$ cat src/rtl/ll8_to_fifo36.sv
// Packs an active-low 8-bit LocalLink byte stream into 36-bit FIFO words
// ({occ, eof, sof, byte0..byte3}), sustaining one byte per clock.
module ll8_to_fifo36 (
    input  logic        clk,
    input  logic        reset,
    input  logic        clear,
    input  logic [7:0]  ll_data,
    input  logic        ll_sof_n,
    input  logic        ll_eof_n,
    input  logic        ll_src_rdy_n,
    output logic        ll_dst_rdy_n,
    output logic [35:0] f36_data,
    output logic        f36_src_rdy_o,
    input  logic        f36_dst_rdy_i,
    output logic [3:0]  debug
);

    typedef enum logic [2:0] {
        StEmpty = 3'd0,
        StLane1 = 3'd1,
        StLane2 = 3'd2,
        StLane3 = 3'd3,
        StHold  = 3'd4
    } state_t;

    state_t      state_q, state_d;
    logic [35:0] data_q, data_d;
    logic        hold;
    logic        ll_accept;
    logic        lane_wr;
    logic [1:0]  lane;
    logic [1:0]  lane_inc;

    assign hold          = (state_q == StHold);
    assign f36_src_rdy_o = hold;
    // Pass downstream ready straight through so a word leaves and a byte enters on one cycle
    assign ll_dst_rdy_n  = hold ? ~f36_dst_rdy_i : 1'b0;
    assign ll_accept     = ~ll_src_rdy_n & ~ll_dst_rdy_n;
    assign f36_data      = data_q;
    assign debug         = {ll_accept, state_q};
    assign lane_inc      = lane + 2'd1;

    always_comb begin
        state_d = state_q;
        data_d  = data_q;
        lane_wr = 1'b0;
        lane    = 2'd0;

        unique case (state_q)
            StEmpty, StLane1, StLane2, StLane3: begin
                if (ll_accept) begin
                    lane_wr = 1'b1;
                    lane    = state_q[1:0];
                end
            end
            StHold: begin
                if (f36_dst_rdy_i) begin
                    state_d = StEmpty;
                    if (ll_accept) begin
                        lane_wr = 1'b1;
                        lane    = 2'd0;
                    end
                end
            end
            default: state_d = StEmpty;
        endcase

        if (lane_wr) begin
            if (lane == 2'd0) begin
                data_d[33]   = 1'b0;
                data_d[32]   = ~ll_sof_n;
                data_d[23:0] = 24'h0;
            end
            unique case (lane)
                2'd0: data_d[31:24] = ll_data;
                2'd1: data_d[23:16] = ll_data;
                2'd2: data_d[15:8]  = ll_data;
                2'd3: data_d[7:0]   = ll_data;
                default: ;
            endcase
            if (!ll_eof_n || lane == 2'd3) begin
                // occ wraps to 0 for a full word
                data_d[35:34] = lane_inc;
                data_d[33]    = ~ll_eof_n;
                state_d       = StHold;
            end else begin
                state_d = state_t'({1'b0, lane_inc});
            end
        end
    end

    always_ff @(posedge clk) begin
        if (reset || clear) begin
            state_q <= StEmpty;
            data_q  <= 36'h0;
        end else begin
            state_q <= state_d;
            data_q  <= data_d;
        end
    end

endmodule

$ cat config.mk
export PLATFORM = sky130hd
export DESIGN_NAME = ll8_to_fifo36
export DESIGN_NICKNAME = d
export VERILOG_FILES = /design/src/rtl/ll8_to_fifo36.sv
export SDC_FILE = /design/constraint.sdc
export NUM_CORES = 1
export LEC_CHECK = 0
export ABC_CLOCK_PERIOD_IN_PS = 4000
export CORE_ASPECT_RATIO = 1.25
export CORE_UTILIZATION = 40
export CTS_CLUSTER_SIZE = 25
export DETAILED_ROUTE_END_ITERATION = 10
export GPL_TIMING_DRIVEN = 0
export PLACE_DENSITY_LB_ADDON = 0.12
export SETUP_SLACK_MARGIN = 0.4
export SKIP_CTS_REPAIR_TIMING = 1
export SLEW_MARGIN = 0
export SYNTH_ARGS = -nofsm -noshare
export SYNTH_HDL_FRONTEND = slang
export SYNTH_SLANG_ARGS = --single-unit
$ cat constraint.sdc
create_clock -name clk -period 4 [get_ports clk]
set_clock_uncertainty 0.2 [all_clocks]
set_input_delay 0.8 -clock clk [delete_from_list [all_inputs] [get_ports clk]]
set_output_delay 0.8 -clock clk [all_outputs]
set_load 0.005 [all_outputs]
Yosys cells after proc, flatten, opt, wreduce, memory -nomap -nowiden
Index checks and enable logic that the tools add are counted.
{ "totals": {"register_bits": 39, "input_bits": 15} }
{ "classes": {"n_addsub": 1, "eq_ne": 9, "muxes": 16, "bitwise_logic": 6, "n_reduce_logical": 17} }
{ "op_table": {"columns": ["cell", "count"], "rows": [
  ["$mux 24", 1],
  ["$mux 8", 3],
  ["$reduce_and 2->1", 7],
  ["$mux 3", 3],
  ["$reduce_bool 2->1", 4],
  ["$eq 3x2->1 const B", 2],
  ["$mux 2", 3],
  ["$pmux 3 s2", 1],
  ["$not 1->1", 5],
  ["$eq 2x2->1 const B", 2],
  ["$mux 1", 4],
  ["$reduce_or 4->1", 1],
  ["$eq 3x1->1 const B", 1],
  ["$eq 3x3->1 const B", 1],
  ["$logic_not 3->1", 1],
  ["$ne 3x2->1 const B", 1],
  ["$add 2x1->2 const B", 1],
  ["$eq 2x1->1 const B", 1],
  ["$logic_not 2->1", 1],
  ["$logic_or 1x1->1", 2],
  ["$ne 2x2->1 const B", 1],
  ["$pmux 1 s2", 1],
  ["$and 1x1->1", 1],
  ["$logic_not 1->1", 1]
]} }

Depth between registers and ports, before layout
Gate-level depths: netlist of the first run.
{ "depth": {"word_depth": 10, "depth_mapped": 10, "ltp_nobuf": 8} }

Worst setup path after synthesis of the first run
Ideal clock, no wire load.
{ "synth_timing": {"kind": "input -> register", "start": "input port ll_src_rdy_n", "end": "register data_q[34] (netlist: f36_data[34])", "setup_time_ns": 0.086, "t_arrival_ns": 2.566, "slack_ns": 1.148, "stages": 9, "path_buffers": 2, "cell_sequence": "buf_2 > or3b_2 > inv_1 > ha_1 > clkbuf_1 > nor2b_1 > a211oi_2 > nor2_1 > a211oi_1"} }
{ "synth_via": {"elab_chain_cells": 7, "word_cells_on_any_way": 11, "classes_between": "1 x add/sub; 1 x eq/ne; 5 x mux; 2 x bitwise; 2 x reduce/logical"} }
{ "synth_rtl": {"columns": ["element", "line", "source"], "rows": [
  ["start, declared", "10", "input logic ll_src_rdy_n,"],
  ["$not 1->1 *", "38", "assign ll_accept = ~ll_src_rdy_n & ~ll_dst_rdy_n;"],
  ["$and 1x1->1 *", "38", null],
  ["$mux 2", "51", "if (ll_accept) begin"],
  ["$mux 2", null, null],
  ["$eq 2x2->1", "81", "if (!ll_eof_n || lane == 2'd3) begin"],
  ["$logic_or 1x1->1", "81", null],
  ["$reduce_and 2->1 (no line)", null, null],
  ["end signal, assigned", "98", "data_q <= data_d;"],
  ["end, declared", "27", "logic [35:0] data_q, data_d;"]
]} }
Mark *: on every way between the ends. The rest lies on a longest branch, timed or not.
A chain may end at the register's enable or synchronous reset.

Final worst setup path of the first run
Ends and elaborated chain as after synthesis.

==> key figures, run 1 <==
Min path
  – Hold Crit Start: f36_data[20]
  – WHS Path Cells: 2
  – Path category of the worst min-delay check: flop to flop
  – WHS Endpoint: f36_data[20]

Setup path
  – Crit path DAT: 3320 ps
  – Worst R2R Path Depth: 9
  – Bufs and invs on worst path: 4
  – Crit path capture type: flop
  – Worst path top cell family by delay: buffers and inverters
  – Critical path type: input port to flop
  – Critical-path cell with the highest stage delay: or3b_2
  – Cell chain of the critical path: clkdlybuf4s50_1 > buf_2 > or3b_2 > inv_1 > ha_1 > clkbuf_1 > nor2b_1 > a211oi_2 > nor2_1 > a211oi_1
  – Worst EP required: 4000 ps
  – RR Endpoint: f36_data[34]
  – CP max stage delay: 500 ps
  – Reg2reg start: state_q[2]
  – FF-to-FF setup slack: 1270 ps
  – Startpoint types: input port
  – Crit path max fanout: 10

Drt
  – Wirelength per Cell: around 13 um
  – Routed wire length: around 4000 um
  – DRC Markers: 0
  – DR vias: between 1500 and 2000
  – Post-route ant nets: 0
  – Initial DRC count: 47
  – Vias per Instance: 5.04
  – 1st-pass router iterations: 4

STA
  – Final setup fails: 0
  – Final Hold Vio Count: 0
  – RSZ-0062 raised after global routing: no
  – Final min period: 3320 ps
  – Final max-slew violation count: 0
  – Setup_tns: 0 ps
  – Fmax achieved: roughly 0.3 GHz
  – Worst-Margin Slew: between 800 and 900 ps
  – Slew Limit Headroom: 0.434
  – Period Utilization, post-route: 0.830

Pwr
  – Internal: 631 uW
  – Pwr Density: 348 nW/um^2
  – Switching share of power: 0.228
  – Register share of total power: 0.484
  – Max VDD drop: about 210 uV
  – Combinational power share: 0.099
  – Clock power share: 0.418
  – P_sw: 186 uW
  – Leakage power: between 0.7 and 0.8 nW

Floorplanning
  – Full die area: about 4300 sq um
  – Row cnt: 25
  – Starting density of the core: 0.420
  – Core Footprint: 3820 sq um
  – Die height: 72.8 um
  – I/O pin count: 57
  – Die X: approximately 59 um

Finish
  – Ratio of cells with drive above 1 in the final layout: 0.0778
  – Seq. cell area: between 700 and 800 sq um
  – Nets@finish: 275
  – Multi-input logic area: 754 sq um
  – Layout area overhead: 46.5%
  – Final-layout fill cell count: 357
  – Fin cells: 311
  – Antenna Cells: 0

Placement
  – Dpl cells: 303
  – Final HPWL DP: 2900 um
  – Gpl congestion: 0.759
  – PortBufs: 56

Yosys
  – Asr flop ratio synth: 0
  – Seq/Total Area, Yosys: 0.487
  – Count leader, synth: nand2_1
  – Ys flop type: dfxtp_1
  – EDFF count, synth: 0
  – Synth cell types: 29
  – Cell taking the most area after synthesis: dfxtp_1
  – Synth top area share: 0.487
  – Syn Inst Count: around 190
  – Synth warn: 0
  – Synthesized area: 1600 sq um
  – Most common library cells after synthesis: nand2_1, dfxtp_1, nand3_1, o21ai_0, a21oi_1
  – Top cells by area, synth: dfxtp_1, nand2_1, nand3_1
  – Syn nets: 212
  – Number of synthesized register bits: 39
  – Avg Cell Area, Syn: 8.31 sq um

Clock tree
  – TritonCTS Buffers: 5
  – Max H-tree Level: 2
  – CTS tree: built
  – Clk_lat worst skew: 290 ps
  – Clock Root Buffer: clkbuf_8
  – CTS clk-pin slew, worst paths: 70 ps
  – CTS Sinks: 39
  – Longest Clk Path Bufs: 2

Run
  – Max Cap Viol: 0

Global routing
  – Initial antenna violation count: 0
  – Maximum number of pins on one net before global-route repair: 13
  – Grt ovf: 0
  – Global-route wire length before repair: about 6500 um
  – Number of global-route vias before repair: 1367
  – GRT Overall Usage: 0.205

Run status
  – Status: finished clean
cell usage in the layout (no fill, tap or decap), types with 3 or more instances in the layout:
cell type and n:
buf_2 4, o21ai_0 18, clkbuf_8 6, a21oi_1 9, nor2_1 8, ha_1 4, o22ai_1 8, clkbuf_1 8
nand4_1 8, nor2b_1 5, nand2_1 42, a211oi_1 3, clkdlybuf4s50_1 56, dfxtp_1 39, nand3_1 18
final cells by class:
class / instances / share of cell area
clock inverters: 2 / 0.0149
repair buffers: 56 / 0.239
multi-input cells: 138 / 0.321
well taps: 54 / 0.0288
clock buffers: 6 / 0.0351
plain buffers: 14 / 0.0261
flip-flops and latches: 39 / 0.332
inverters: 2 / 0.00319
worst max path at each step:
| stage | slack [ps] | to | from | cells past startpoint |
|---|---|---|---|---|
| global route | 420 | f36_data[34] | ll_src_rdy_n | 10 |
| global placement | 410 | f36_data[34] | ll_src_rdy_n | 10 |
| CTS | 690 | f36_data[34] | ll_src_rdy_n | 10 |
| floorplan | 1150 | f36_data[34] | ll_src_rdy_n | 9 |
| finish | 680 | f36_data[34] | ll_src_rdy_n | 10 |
| detailed placement | 410 | f36_data[34] | ll_src_rdy_n | 10 |
power by group through the flow:
stage / sequential (mW) / clock [mW] / combinational, mW
global route: 0.396 / 0.366 / 0.0879
CTS: 0.395 / 0.343 / 0.0801
detailed placement: 0.405 / 0 / 0.0796
global placement: 0.404 / 0 / 0.0801
floorplan: 0.405 / 0 / 0.0388
finish: 0.395 / 0.341 / 0.0805
per-layer routing:
metal / routed length, um / share of wire / GRT usage / vias to the layer above
met1: 1970 / 0.48 / 0.270 / 699
li1: - / - / - / 796
met2: 1820 / 0.44 / 0.315 / 63
met3: 246 / 0.060 / 0.0621 / 9
met5: 0 / 0 / 0 / -
met4: 70 / 0.017 / 0.0794 / 0
metrics by stage:
stage	hold WS, ps	cell area (sq um)	util	total power [mW]	setup WS, ps
after floorplan	248	1600	-	0.443	1150
after global placement	243	2230	0.585	0.484	410
after detailed placement	249	2230	0.585	0.484	414
after CTS	260	2350	0.616	0.819	686
after global routing	275	2350	0.616	0.850	417
final	256	2350	0.616	0.817	679
worst min-delay path: stages (launching register included):
cell and delay, ps:
dfxtp_1 310, nand2_1 50, a21oi_1 50
sequential cells by signal (all words and copies together), names as in the netlist:
name / cells
f36_data: 36
state_q: 3
cell families after synthesis:
family,Yosys count,synth area share
buffers and inverters,16,0.0429
AOI/OAI and AO/OA,46,0.182
adders and majority gates,4,0.0312
DFF,39,0.487
and+or+nand+nor,88,0.257
No activity file was read; power rests on OpenSTA's default activity.
==> inputs of run 2 (changes only) <==
--- a/config.mk
+++ b/config.mk
@@ -5,7 +5,7 @@
 export SDC_FILE = /design/constraint.sdc
 export NUM_CORES = 1
 export LEC_CHECK = 0
-export ABC_CLOCK_PERIOD_IN_PS = 4000
+export ABC_CLOCK_PERIOD_IN_PS = 3400
 export CORE_ASPECT_RATIO = 1.25
 export CORE_UTILIZATION = 40
 export CTS_CLUSTER_SIZE = 25
==> constraint.sdc (replaced) <==
create_clock -name clk -period 3.4 [get_ports clk]
set_clock_uncertainty 0.2 [all_clocks]
set_input_delay 0.68 -clock clk [delete_from_list [all_inputs] [get_ports clk]]
set_output_delay 0.68 -clock clk [all_outputs]
set_load 0.005 [all_outputs]
==> key figures, run 2 (same netlist as run 1, synthesis figures left out) <==
STA
  – Final Hold Vio Count: 0 (unchanged)
  – Period Utilization, post-route: 0.853
  – Slew Limit Headroom: 0.429 (-0.00504)
  – Final min period: 2900 ps
  – Final setup fails: 0 (unchanged)
  – Final max-slew violation count: 0 (unchanged)
  – Worst-Margin Slew: 852 ps (+7.52 ps)
  – Fmax achieved: 0.345 GHz
  – RSZ-0062 raised after global routing: yes

Min path
  – WHS Endpoint: f36_data[20]
  – Hold Crit Start: f36_data[20]
  – WHS Path Cells: 2 (unchanged)
  – Path category of the worst min-delay check: flop to flop

Setup path
  – Crit path capture type: output pin
  – Worst R2R Path Depth: 9 (unchanged)
  – Reg2reg start: state_q[2]
  – FF-to-FF setup slack: 870 ps (-400 ps)
  – Startpoint types: input port
  – Crit path DAT: 2020 ps (-1300 ps)
  – Crit path max fanout: 10 (unchanged)
  – RR Endpoint: f36_data[4]
  – Critical path type: input port to output pin
  – Worst EP required: 2520 ps (-1480 ps)

Finish
  – Antenna Cells: 0 (unchanged)
  – Finished Cell Area: 2380 sq um (+1.4%)
  – Commonest non-fill, non-tap cell in the layout: clkdlybuf4s50_1
  – Post-layout util: 0.624 (+0.00852)
  – Ratio of cells with drive above 1 in the final layout: 0.0965 (+0.0187)
  – Nets@finish: 277 (+0.73%)
  – Layout area overhead: 48.5%
  – Fin cells: 313 (+0.64%)
  – Most frequent cells in the layout: clkdlybuf4s50_1, nand2_1, dfxtp_1, nand3_1, o21ai_0
  – Max reg flops: 36 (unchanged)

Global routing
  – GRT Overall Usage: 0.205 (unchanged)
  – Initial antenna violation count: 0 (unchanged)
  – Number of global-route vias before repair: 1367 (unchanged)
  – Maximum number of pins on one net before global-route repair: 13 (unchanged)
  – Global-route wire length before repair: 6510 um (unchanged)
  – Grt ovf: 0 (unchanged)

Drt
  – Vias per Instance: 5.05 (+0.31%)
  – Post-route ant nets: 0 (unchanged)
  – DR vias: 1582 (+0.96%)
  – Initial DRC count: 63 (+34%)
  – 1st-pass router iterations: 4 (unchanged)
  – Routed wire length: 4130 um (+0.71%)
  – Wirelength per Cell: 13.2 um (about the same)
  – DRC Markers: 0 (unchanged)

Clock tree
  – Longest Clk Path Bufs: 2 (unchanged)
  – CTS clk-pin slew, worst paths: 70 ps (about the same)
  – TritonCTS Buffers: 5 (unchanged)
  – CTS tree: built
  – Clock Root Buffer: clkbuf_8
  – Max H-tree Level: 2 (unchanged)
  – CTS Sinks: 39 (unchanged)
  – Clk_lat worst skew: 290 ps (about the same)

Placement
  – Gpl congestion: 0.759 (unchanged)
  – Area after DPL: 2230 sq um (unchanged)
  – Final HPWL DP: 2900 um (unchanged)
  – PortBufs: 56 (unchanged)
  – Dpl cells: 303 (unchanged)

Pwr
  – Max VDD drop: 252 uV (+18%)
  – Tot Pwr: 963 uW (+18%)
  – Leakage power: 0.814 nW (+2.6%)
  – Pwr Density: 404 nW/um^2 (+16%)

Run status
  – Status: finished clean

Floorplanning
  – Full die area: 4270 sq um (unchanged)
  – Row cnt: 25 (unchanged)
  – Starting density of the core: 0.420 (unchanged)
  – Die height: 72.8 um (unchanged)
  – Core Footprint: 3820 sq um (unchanged)
  – Die X: 58.6 um (unchanged)
  – I/O pin count: 57 (unchanged)

Run
  – Max Cap Viol: 0 (unchanged)
==> run 2: changes by cell type in the layout (fill, tap and decap cells not counted) <==
cell	delta
clkbuf_4	+1
nor3b_1	-1
nor2b_2	+1
clkbuf_1	-1
buf_2	-1
buf_6	+1
nor2b_1	-1
nor3b_2	+1
buf_4	+2
==> run 2: final cells by class <==
cell class / instances / area [sq um]
fill: 351 / 1430
timing repair buffer: 58 / 576
clock buffer: 6 / 82.6
buffer: 14 / 71.3
clock inverter: 2 / 35.0
sequential: 39 / 781
inverter: 2 / 7.51
multi-input combinational: 138 / 762
tap: 54 / 67.6
==> run 2: worst max-delay path by stage <==
stage	startpoint	endpoint	slack (ps)	depth (start not counted)
2_1_floorplan	ll_src_rdy_n	f36_data[34]	670	9
3_3_place_gp	ll_src_rdy_n	f36_data[34]	-70	10
3_5_place_dp	ll_src_rdy_n	f36_data[34]	-70	10
4_1_cts	ll_src_rdy_n	f36_data[34]	210	10
5_1_grt	ll_src_rdy_n	f36_data[35]	390	11
6_report	ll_src_rdy_n	debug[3]	500	5
==> run 2: power breakdown <==
part / total (mW) / switching [mW] / leakage, nW / internal [mW]
combinational: 0.0978 / 0.0530 / 0.438 / 0.0449
clock: 0.400 / 0.163 / 0.0612 / 0.237
sequential: 0.465 / 0.00316 / 0.315 / 0.462
==> run 2: layer usage <==
layer	up-vias	wire length, um	GRT usage
li1	800	-	-
met1	719	1940	0.270
met2	55	1880	0.315
met3	8	238	0.0621
met4	0	69	0.0794
met5	-	0	0
==> run 2: worst max-delay path, stage by stage <==
cell and delay (ps):
clkdlybuf4s50_1 460, buf_2 240, nor2_1 80, buf_4 130, clkdlybuf4s50_1 430
==> run 2: per-stage QoR <==
step | hold slack [ps] | setup TNS [ps] | setup WS [ps]
final | 256 | 0 | 500
after global routing | 275 | 0 | 389
after CTS | 260 | 0 | 206
after detailed placement | 249 | -65.9 | -65.9
after global placement | 243 | -69.6 | -69.6
after floorplan | 248 | 0 | 668
